[config.mk]
export PLATFORM = sky130hd
export DESIGN_NAME = load_store_unit
export DESIGN_NICKNAME = d
export VERILOG_FILES = /design/src/rtl/load_store_unit.sv
export SDC_FILE = /design/constraint.sdc
export NUM_CORES = 1
export LEC_CHECK = 0
export CORE_MARGIN = 2
export CORE_UTILIZATION = 54
export CTS_CLUSTER_SIZE = 25
export DETAILED_ROUTE_END_ITERATION = 6
export PLACE_DENSITY = 0.87
export SYNTH_ARGS = -nofsm -noshare
export SYNTH_HDL_FRONTEND = slang
export SYNTH_SLANG_ARGS = --single-unit
[constraint.sdc]
create_clock -name clk -period 3.75 [get_ports clk]
set_input_delay 0.75 -clock clk [delete_from_list [all_inputs] [get_ports clk]]
set_output_delay 0.75 -clock clk [all_outputs]
set_load 0.05 [all_outputs]
[src/rtl/load_store_unit.sv]
// Load/store unit: aligns byte lanes, drives a req/ack data-memory port, extends load data.
// Define LSU_MISALIGNED_EN to perform misaligned (and word-crossing) accesses in hardware.
module load_store_unit #(
    parameter int unsigned DWIDTH = 32
) (
    input  logic              clk,
    input  logic              rst,
    input  logic              req_valid,
    output logic              req_ready,
    input  logic              req_we,
    input  logic [2:0]        req_funct3,
    input  logic [DWIDTH-1:0] req_addr,
    input  logic [DWIDTH-1:0] req_wdata,
    output logic              rsp_valid,
    output logic [DWIDTH-1:0] rsp_rdata,
    output logic              rsp_err,
    output logic              mem_req,
    output logic              mem_we,
    output logic [DWIDTH-1:0] mem_addr,
    output logic [3:0]        mem_wstrb,
    output logic [DWIDTH-1:0] mem_wdata,
    input  logic              mem_ack,
    input  logic [DWIDTH-1:0] mem_rdata
);

    typedef enum logic [1:0] {StIdle, StAcc0, StAcc1, StResp} state_e;

    state_e      state_q, state_d;
    logic        req_ready_q, req_ready_d;
    logic        we_q, we_d;
    logic [2:0]  funct3_q, funct3_d;
    logic [31:0] addr_q, addr_d;
    logic [31:0] wdata_q, wdata_d;
    logic [31:0] rdata0_q, rdata0_d;
    logic [31:0] rsp_rdata_q, rsp_rdata_d;
    logic        rsp_err_q, rsp_err_d;
    logic        cross_q, cross_d;

    logic        req_illegal, misal_err, req_cross;
    logic [2:0]  req_size;
    logic [3:0]  req_end;
    logic [4:0]  shamt;
    logic [7:0]  mask8, strb8;
    logic [63:0] wdata64;
    logic [31:0] ld_lo, ld_hi, ld_word, ld_ext;
    logic [31:0] word_addr;

    // Decode of the incoming request, only consumed when it is accepted in StIdle.
    always_comb begin
        req_illegal = req_we ? (req_funct3[2] || req_funct3[1:0] == 2'b11)
                             : (req_funct3[1:0] == 2'b11 || req_funct3[2:1] == 2'b11);
        case (req_funct3[1:0])
            2'b00:   req_size = 3'd1;
            2'b01:   req_size = 3'd2;
            default: req_size = 3'd4;
        endcase
        req_end   = {2'b00, req_addr[1:0]} + {1'b0, req_size};
        req_cross = req_end > 4'd4;
`ifdef LSU_MISALIGNED_EN
        misal_err = 1'b0;
`else
        case (req_funct3[1:0])
            2'b00:   misal_err = 1'b0;
            2'b01:   misal_err = req_addr[0];
            default: misal_err = |req_addr[1:0];
        endcase
`endif
    end

    // Lane alignment from the latched request.
    always_comb begin
        shamt = {addr_q[1:0], 3'b000};
        case (funct3_q[1:0])
            2'b00:   mask8 = 8'h01;
            2'b01:   mask8 = 8'h03;
            default: mask8 = 8'h0F;
        endcase
        strb8   = mask8 << addr_q[1:0];
        wdata64 = {32'h0, wdata_q} << shamt;

        // Single-word loads see a zero upper word; crossing loads pair with the first word.
        ld_lo   = (state_q == StAcc1) ? rdata0_q : mem_rdata;
        ld_hi   = (state_q == StAcc1) ? mem_rdata : 32'h0;
        ld_word = 32'({ld_hi, ld_lo} >> shamt);
        case (funct3_q)
            3'b000:  ld_ext = {{24{ld_word[7]}}, ld_word[7:0]};
            3'b001:  ld_ext = {{16{ld_word[15]}}, ld_word[15:0]};
            3'b100:  ld_ext = {24'h0, ld_word[7:0]};
            3'b101:  ld_ext = {16'h0, ld_word[15:0]};
            default: ld_ext = ld_word;
        endcase
    end

    always_comb begin
        state_d     = state_q;
        we_d        = we_q;
        funct3_d    = funct3_q;
        addr_d      = addr_q;
        wdata_d     = wdata_q;
        rdata0_d    = rdata0_q;
        rsp_rdata_d = rsp_rdata_q;
        rsp_err_d   = rsp_err_q;
        cross_d     = cross_q;

        case (state_q)
            StIdle: begin
                if (req_valid) begin
                    we_d        = req_we;
                    funct3_d    = req_funct3;
                    addr_d      = req_addr;
                    wdata_d     = req_wdata;
                    cross_d     = req_cross;
                    rsp_rdata_d = 32'h0;
                    if (req_illegal || misal_err) begin
                        rsp_err_d = 1'b1;
                        state_d   = StResp;
                    end else begin
                        rsp_err_d = 1'b0;
                        state_d   = StAcc0;
                    end
                end
            end
            StAcc0: begin
                if (mem_ack) begin
                    if (cross_q) begin
                        rdata0_d = mem_rdata;
                        state_d  = StAcc1;
                    end else begin
                        rsp_rdata_d = we_q ? 32'h0 : ld_ext;
                        state_d     = StResp;
                    end
                end
            end
            StAcc1: begin
                if (mem_ack) begin
                    rsp_rdata_d = we_q ? 32'h0 : ld_ext;
                    state_d     = StResp;
                end
            end
            default: begin
                rsp_rdata_d = 32'h0;
                rsp_err_d   = 1'b0;
                state_d     = StIdle;
            end
        endcase

        req_ready_d = (state_d == StIdle);
    end

    always_comb begin
        word_addr = {addr_q[31:2], 2'b00};
        mem_req   = (state_q == StAcc0) || (state_q == StAcc1);
        mem_we    = mem_req && we_q;
        mem_addr  = 32'h0;
        mem_wstrb = 4'h0;
        mem_wdata = 32'h0;
        if (state_q == StAcc0) begin
            mem_addr  = word_addr;
            mem_wstrb = we_q ? strb8[3:0] : 4'h0;
            mem_wdata = we_q ? wdata64[31:0] : 32'h0;
        end else if (state_q == StAcc1) begin
            mem_addr  = word_addr + 32'd4;
            mem_wstrb = we_q ? strb8[7:4] : 4'h0;
            mem_wdata = we_q ? wdata64[63:32] : 32'h0;
        end
        rsp_valid = (state_q == StResp);
        rsp_err   = rsp_err_q;
        rsp_rdata = rsp_rdata_q;
        req_ready = req_ready_q;
    end

    always_ff @(posedge clk) begin
        if (rst) begin
            state_q     <= StIdle;
            req_ready_q <= 1'b0;
            we_q        <= 1'b0;
            funct3_q    <= 3'h0;
            addr_q      <= 32'h0;
            wdata_q     <= 32'h0;
            rdata0_q    <= 32'h0;
            rsp_rdata_q <= 32'h0;
            rsp_err_q   <= 1'b0;
            cross_q     <= 1'b0;
        end else begin
            state_q     <= state_d;
            req_ready_q <= req_ready_d;
            we_q        <= we_d;
            funct3_q    <= funct3_d;
            addr_q      <= addr_d;
            wdata_q     <= wdata_d;
            rdata0_q    <= rdata0_d;
            rsp_rdata_q <= rsp_rdata_d;
            rsp_err_q   <= rsp_err_d;
            cross_q     <= cross_d;
        end
    end

endmodule

==> results of run 1 <==
## Yosys cell counts, drive strengths merged, types with 3 or more instances
| library cell | instances |
|---|---|
| inv | 8 |
| dfxtp | 137 |
| nand3 | 36 |
| nand4b | 3 |
| xor2 | 16 |
| nand2b | 6 |
| mux2 | 30 |
| and2 | 6 |
| nand2 | 259 |
| o22ai | 14 |
| nor2b | 19 |
| a211oi | 22 |
| nor2 | 90 |
| or2 | 3 |
| a211o | 7 |
| clkbuf | 53 |
| buf | 33 |
| a22oi | 9 |
| nand4 | 12 |
| nor3 | 16 |
| or3 | 3 |
| mux2i | 52 |
| a2bb2oi | 7 |
| xnor2 | 8 |
| and3 | 6 |
| o21ai | 40 |
| ha | 8 |
| a21oi | 166 |
| nor4 | 3 |
## registers in the layout, indices dropped and copies added, names as in the netlist
name / cells
cross_q: 1
we_q: 1
req_ready: 1
rsp_rdata: 32
rdata0_q: 32
wdata_q: 32
rsp_err: 1
state_q: 2
funct3_q: 3
addr_q: 32
## power by group through the flow
| stage | combinational [W] | sequential [W] | clock [W] |
|---|---|---|---|
| 4_1_cts | 0.00286 | 0.00196 | 0.00195 |
| 6_report | 0.00290 | 0.00197 | 0.00195 |
| 5_1_grt | 0.00308 | 0.00200 | 0.00201 |
| 2_1_floorplan | 0.00166 | 0.00223 | 0 |
| 3_3_place_gp | 0.00278 | 0.00197 | 0 |
| 3_5_place_dp | 0.00283 | 0.00199 | 0 |
## worst max-delay path, delay by kind of cell (launching register included)
family	cells	cell delay, ns
AOI/OAI and AO/OA	1	0.21
buffers and inverters	2	0.58
DFF	1	0.61
and+or+nand+nor	2	1.06
## worst max-delay path by stage
stage          cells past startpoint            end                    from
6_report                           5  mem_wdata[17]  addr_q[0]$_SDFFE_PP0P_
5_1_grt                            5  mem_wdata[17]  addr_q[0]$_SDFFE_PP0P_
4_1_cts                            8   mem_addr[30]   state_q[1]$_SDFF_PP0_
3_5_place_dp                       8   mem_addr[30]   state_q[1]$_SDFF_PP0_
3_3_place_gp                       8   mem_addr[31]   state_q[1]$_SDFF_PP0_
2_1_floorplan                      7  mem_wdata[18]   state_q[1]$_SDFF_PP0_
## per-layer routing
metal  routed length [um]  vias to the layer above  part of all wire  GRT usage
li1                     -                     4095                 -          -
met1                10300                     4106              0.38      0.397
met2                12900                      520              0.47      0.540
met3                 2460                      133             0.090     0.0888
met4                 1590                        0             0.058      0.193
met5                    0                        -                 0          0
## what timing repair did
action                                  CTS  global route
resized for setup                         0             4
endpoints found under the setup margin    0            16
buffers inserted                          0             4
## final cells by class
type                            count  area [um^2]  share of cell area
Tap cell                          184          230              0.0205
Timing Repair Buffer              228         2640               0.235
Multi-Input combinational cell    864         4890               0.436
Clock buffer                       18          439              0.0391
Inverter                            8         30.0             0.00268
Sequential cell                   137         2750               0.245
Clock inverter                     14          241              0.0215
## per-stage QoR
| stage | hold WS [ns] | util | instances | total power (W) |
|---|---|---|---|---|
| after floorplan | 0.433 | - | 1095 | 0.00390 |
| after global placement | 0.438 | 0.723 | 1417 | 0.00475 |
| after detailed placement | 0.446 | 0.723 | 1417 | 0.00481 |
| after CTS | 0.455 | 0.770 | 1449 | 0.00678 |
| after global routing | 0.474 | 0.772 | 1453 | 0.00710 |
| final | 0.454 | 0.772 | 1453 | 0.00683 |
## logic make-up after synthesis
group	Yosys count
AND/OR/NAND/NOR	470
AO/OA/AOI/OAI	277
flip-flops	137
buffers and inverters	94
multiplexers	82
XOR/XNOR	24
adder cells (fa/ha/maj)	9
other	1
==> reports/results.tsv, run 1 <==
metric	value	unit
cp.arrival	2.91	ns
area_delta_synth_final	39.9	%
timing_hold_violations_final	0	
power_switching	0.00282	W
synthAdderAreaFrac	0.0150	
wire_per_inst	18.7	um
drt_first_pass_iters	6	
antenna_found_initial	0	
final_common_cell	nand2_1	
core_area	14500	um^2
cts-buffers-inserted	17	
grt_pass1_wl	42600	um
vias	8854	
final_cell_area	11200	um^2
clkPwrFrac	0.286	
dp_worst_setup_slack	0.539	ns
min_path_cells	2	
synth-edff-count	0	
grtUsageTotal	0.332	
num_rows	44	
outcome	finished, final reports clean	
swShare	0.414	
reg2reg_from	addr_q[0]$_SDFFE_PP0P_	
clock_latency	0.43	ns
root_buffer	clkbuf_16	
cts_buffer_depth	2	
worst-path-max-fanout	31	
grt_max_degree	107	
fin_tns_setup	0	ns
drv_cap	0	
numClockSinks	137	
cp-start-kind	register	
setup_ws	0.0902	ns
period_share	0.976	
hpwlAfterDp	18300	um
fillers	1025	
die-area	15900	um^2
overflow	0	
synth_compound_area_frac	0.198	
clk_pin_slew	0.06	ns
synthXorXnorAreaFrac	0.0262	
p_leak	4.10	nW
syn_area_per_cell	7.34	um^2
worstSetupEndpointType	output port	
cts_tree	done	
tightest_slew	1.16	ns
pwr-share-seq	0.289	
comb_power_share	0.425	
clock_skew	0.00537	ns
ys_async_sr_fraction	0	
via_per_inst	6.09	
die_w	126	um
synth_top_family_by_area	simple AND/OR/NAND/NOR gates	
crit_required	3.00	ns
port_buffers	206	
min_path_type	register to register	
holdPathEnd	rdata0_q[3]$_SDFFE_PP0P_	
h-tree-depth	4	
muxShareOfSynthArea	0.107	
final_cell_mix	nand2_1 (258), a21oi_1 (165), clkdlybuf4s50_1 (141), dfxtp_1 (135), nor2_1 (87)	
yosys.area.top_type	dfxtp_1	
finalWeightedCongestion	0.914	
postSynthCellCount	1094	
drive_above_1_share	0.136	
ant_nets	0	
slew_violations	0	
drc	0	
cp_cell_sequence	inv_1 -> nor2_1 -> a21oi_1 -> nor3_1 -> buf_12	
synth_top_area_share	0.342	
reg2reg_depth	6	
regToRegSetupSlack	0.86	ns
io_pins	209	
vdd_drop_max	0.384	mV
synth.area.top_cells	dfxtp_1 (34%), nand2_1 (12%), a21oi_1 (10%)	
start_util	0.552	
synth_ff_type	dfxtp_1	
crit_type	register to output port	
fin_crit	3.66	ns
rsz0062_at_grt	no	
netlist_area	8030	um^2
ys_types	62	
cts_hold_buf	0	
drt-initial-drc-count	851	
cp_slowest_cell	nor2_1	
setup_viol	0	
grt_pass1_vias	8342	
ys_seq_elements	137	
intPower	0.00400	W
slowest_delay	0.64	ns
ys.warnings.count	0	
hp-start	rdata0_q[3]$_SDFFE_PP0P_	
powerDensity	608	nW/um^2
die_y	126	um
drt_wl_total	27200	um
placed_cell_area	10500	um^2
diodes	0	
fmax	273	MHz
nets	1369	
relSlewSlack	0.224	
reg2reg_to	rsp_rdata[31]$_SDFFE_PP0P_	
synth-simple-area-share	0.260	
ys_seq_area_frac	0.342	
Power figures use the tool's default switching activity.
==> run 2: changes to the inputs <==
TNS_END_PERCENT = 50   (was default)
==> reports/results.tsv, run 2 (same netlist as run 1, synthesis figures left out) <==
metric	value	unit
outcome	finished, final reports clean	
cp_slowest_cell	nor2_1	
drc	0	
critPathBufInv	2	
start_util	0.552	
cts_buffer_depth	2	
slew_violations	0	
fin_tns_setup	0	ns
setup_viol	0	
min_path_type	register to register	
hpwlAfterDp	18300	um
cp-start-kind	register	
clock_latency	0.43	ns
final_common_cell	nand2_1	
grtUsageTotal	0.332	
swShare	0.414	
placed_cell_area	10500	um^2
vias	8835	
pwr-share-seq	0.289	
stdcell_count	1453	
drt_first_pass_iters	5	
tightest_slew	1.13	ns
drt_wl_total	27300	um
critical_path.top_delay_family	simple AND/OR/NAND/NOR gates	
comb_power_share	0.425	
grt_max_degree	107	
drt-initial-drc-count	833	
worst-path-max-fanout	31	
diodes	0	
intPower	0.00400	W
cp_cell_sequence	inv_1 -> nor2_1 -> a21oi_1 -> nor3_1 -> buf_12	
worstSetupEndpointType	output port	
final_cell_mix	nand2_1 (258), a21oi_1 (165), clkdlybuf4s50_1 (141), dfxtp_1 (135), nor2_1 (87)	
final_cell_area	11200	um^2
powerDensity	609	nW/um^2
cts_tree	done	
drv_cap	0	
die_w	126	um
wire_per_inst	18.8	um
ant_nets	0	
clkPwrFrac	0.286	
cp.arrival	2.92	ns
num_rows	44	
fmax	273	MHz
via_per_inst	6.08	
antenna_found_initial	0	
finalWeightedCongestion	0.914	
relSlewSlack	0.245	
h-tree-depth	4	
grt_pass1_vias	8342	
crit_required	3.00	ns
rsz0062_at_grt	no	
fin_util	0.772	
power	0.00683	W
p_leak	4.10	nW
die_y	126	um
fin_crit	3.67	ns
power_switching	0.00283	W
port_buffers	206	
crit_type	register to output port	
core_area	14500	um^2
io_pins	209	
vdd_drop_max	0.385	mV
dp_cells	1417	
nets	1369	
overflow	0	
slowest_delay	0.63	ns
numClockSinks	137	
die-area	15900	um^2
area_delta_synth_final	39.9	%
clk_pin_slew	0.06	ns
grt_pass1_wl	42600	um
cts-buffers-inserted	17	
timing_hold_violations_final	0	
clock_skew	0.00561	ns
root_buffer	clkbuf_16	
period_share	0.978	
drive_above_1_share	0.136	
run 2: final cells by class:
class	instances	area [um^2]
clock inverter	14	241
tap	184	230
clock buffer	18	439
multi-input combinational	864	4890
sequential	137	2750
fill	1025	3310
inverter	8	30.0
timing repair buffer	228	2640
run 2: power by group through the flow:
stage | combinational (W) | clock (W) | sequential (W)
after CTS | 0.00286 | 0.00195 | 0.00196
final | 0.00290 | 0.00195 | 0.00197
after floorplan | 0.00166 | 0 | 0.00223
after detailed placement | 0.00283 | 0 | 0.00199
after global routing | 0.00308 | 0.00201 | 0.00200
after global placement | 0.00278 | 0 | 0.00197
run 2: tightest hold or removal path: stages (launching register included):
cell and delay, ns:
dfxtp_1 0.31, nand2_1 0.05, a21oi_1 0.05
run 2: metal layers:
| metal | GRT usage | routed length, um | vias up |
|---|---|---|---|
| li1 | - | - | 4090 |
| met1 | 0.397 | 10300 | 4122 |
| met2 | 0.540 | 13000 | 494 |
| met3 | 0.0888 | 2460 | 129 |
| met4 | 0.193 | 1510 | 0 |
| met5 | 0 | 0 | - |
run 2: worst paths after layout:
check	startpoint	to	slack, ns	depth (start not counted)
worst max-delay path	addr_q[0]$_SDFFE_PP0P_	mem_wdata[17]	0.08	5
worst min-delay path	rdata0_q[3]$_SDFFE_PP0P_	rdata0_q[3]$_SDFFE_PP0P_	0.45	2
worst max register to register	addr_q[0]$_SDFFE_PP0P_	rsp_rdata[31]$_SDFFE_PP0P_	0.86	6
worst min register to register	rdata0_q[3]$_SDFFE_PP0P_	rdata0_q[3]$_SDFFE_PP0P_	0.45	2
run 2: what timing repair did:
action                     4_1_cts  5_1_grt
resized for setup                0        3
setup endpoints to repair        0       16
buffers inserted                 0        4
hold buffers                     0        0
run 2: metrics by stage:
| stage | setup slack (ns) | hold slack, ns |
|---|---|---|
| after detailed placement | 0.539 | 0.446 |
| after CTS | 0.0579 | 0.455 |
| after global placement | 0.679 | 0.438 |
| after floorplan | 0.417 | 0.433 |
| after global routing | 0.0615 | 0.474 |
| final | 0.0821 | 0.454 |
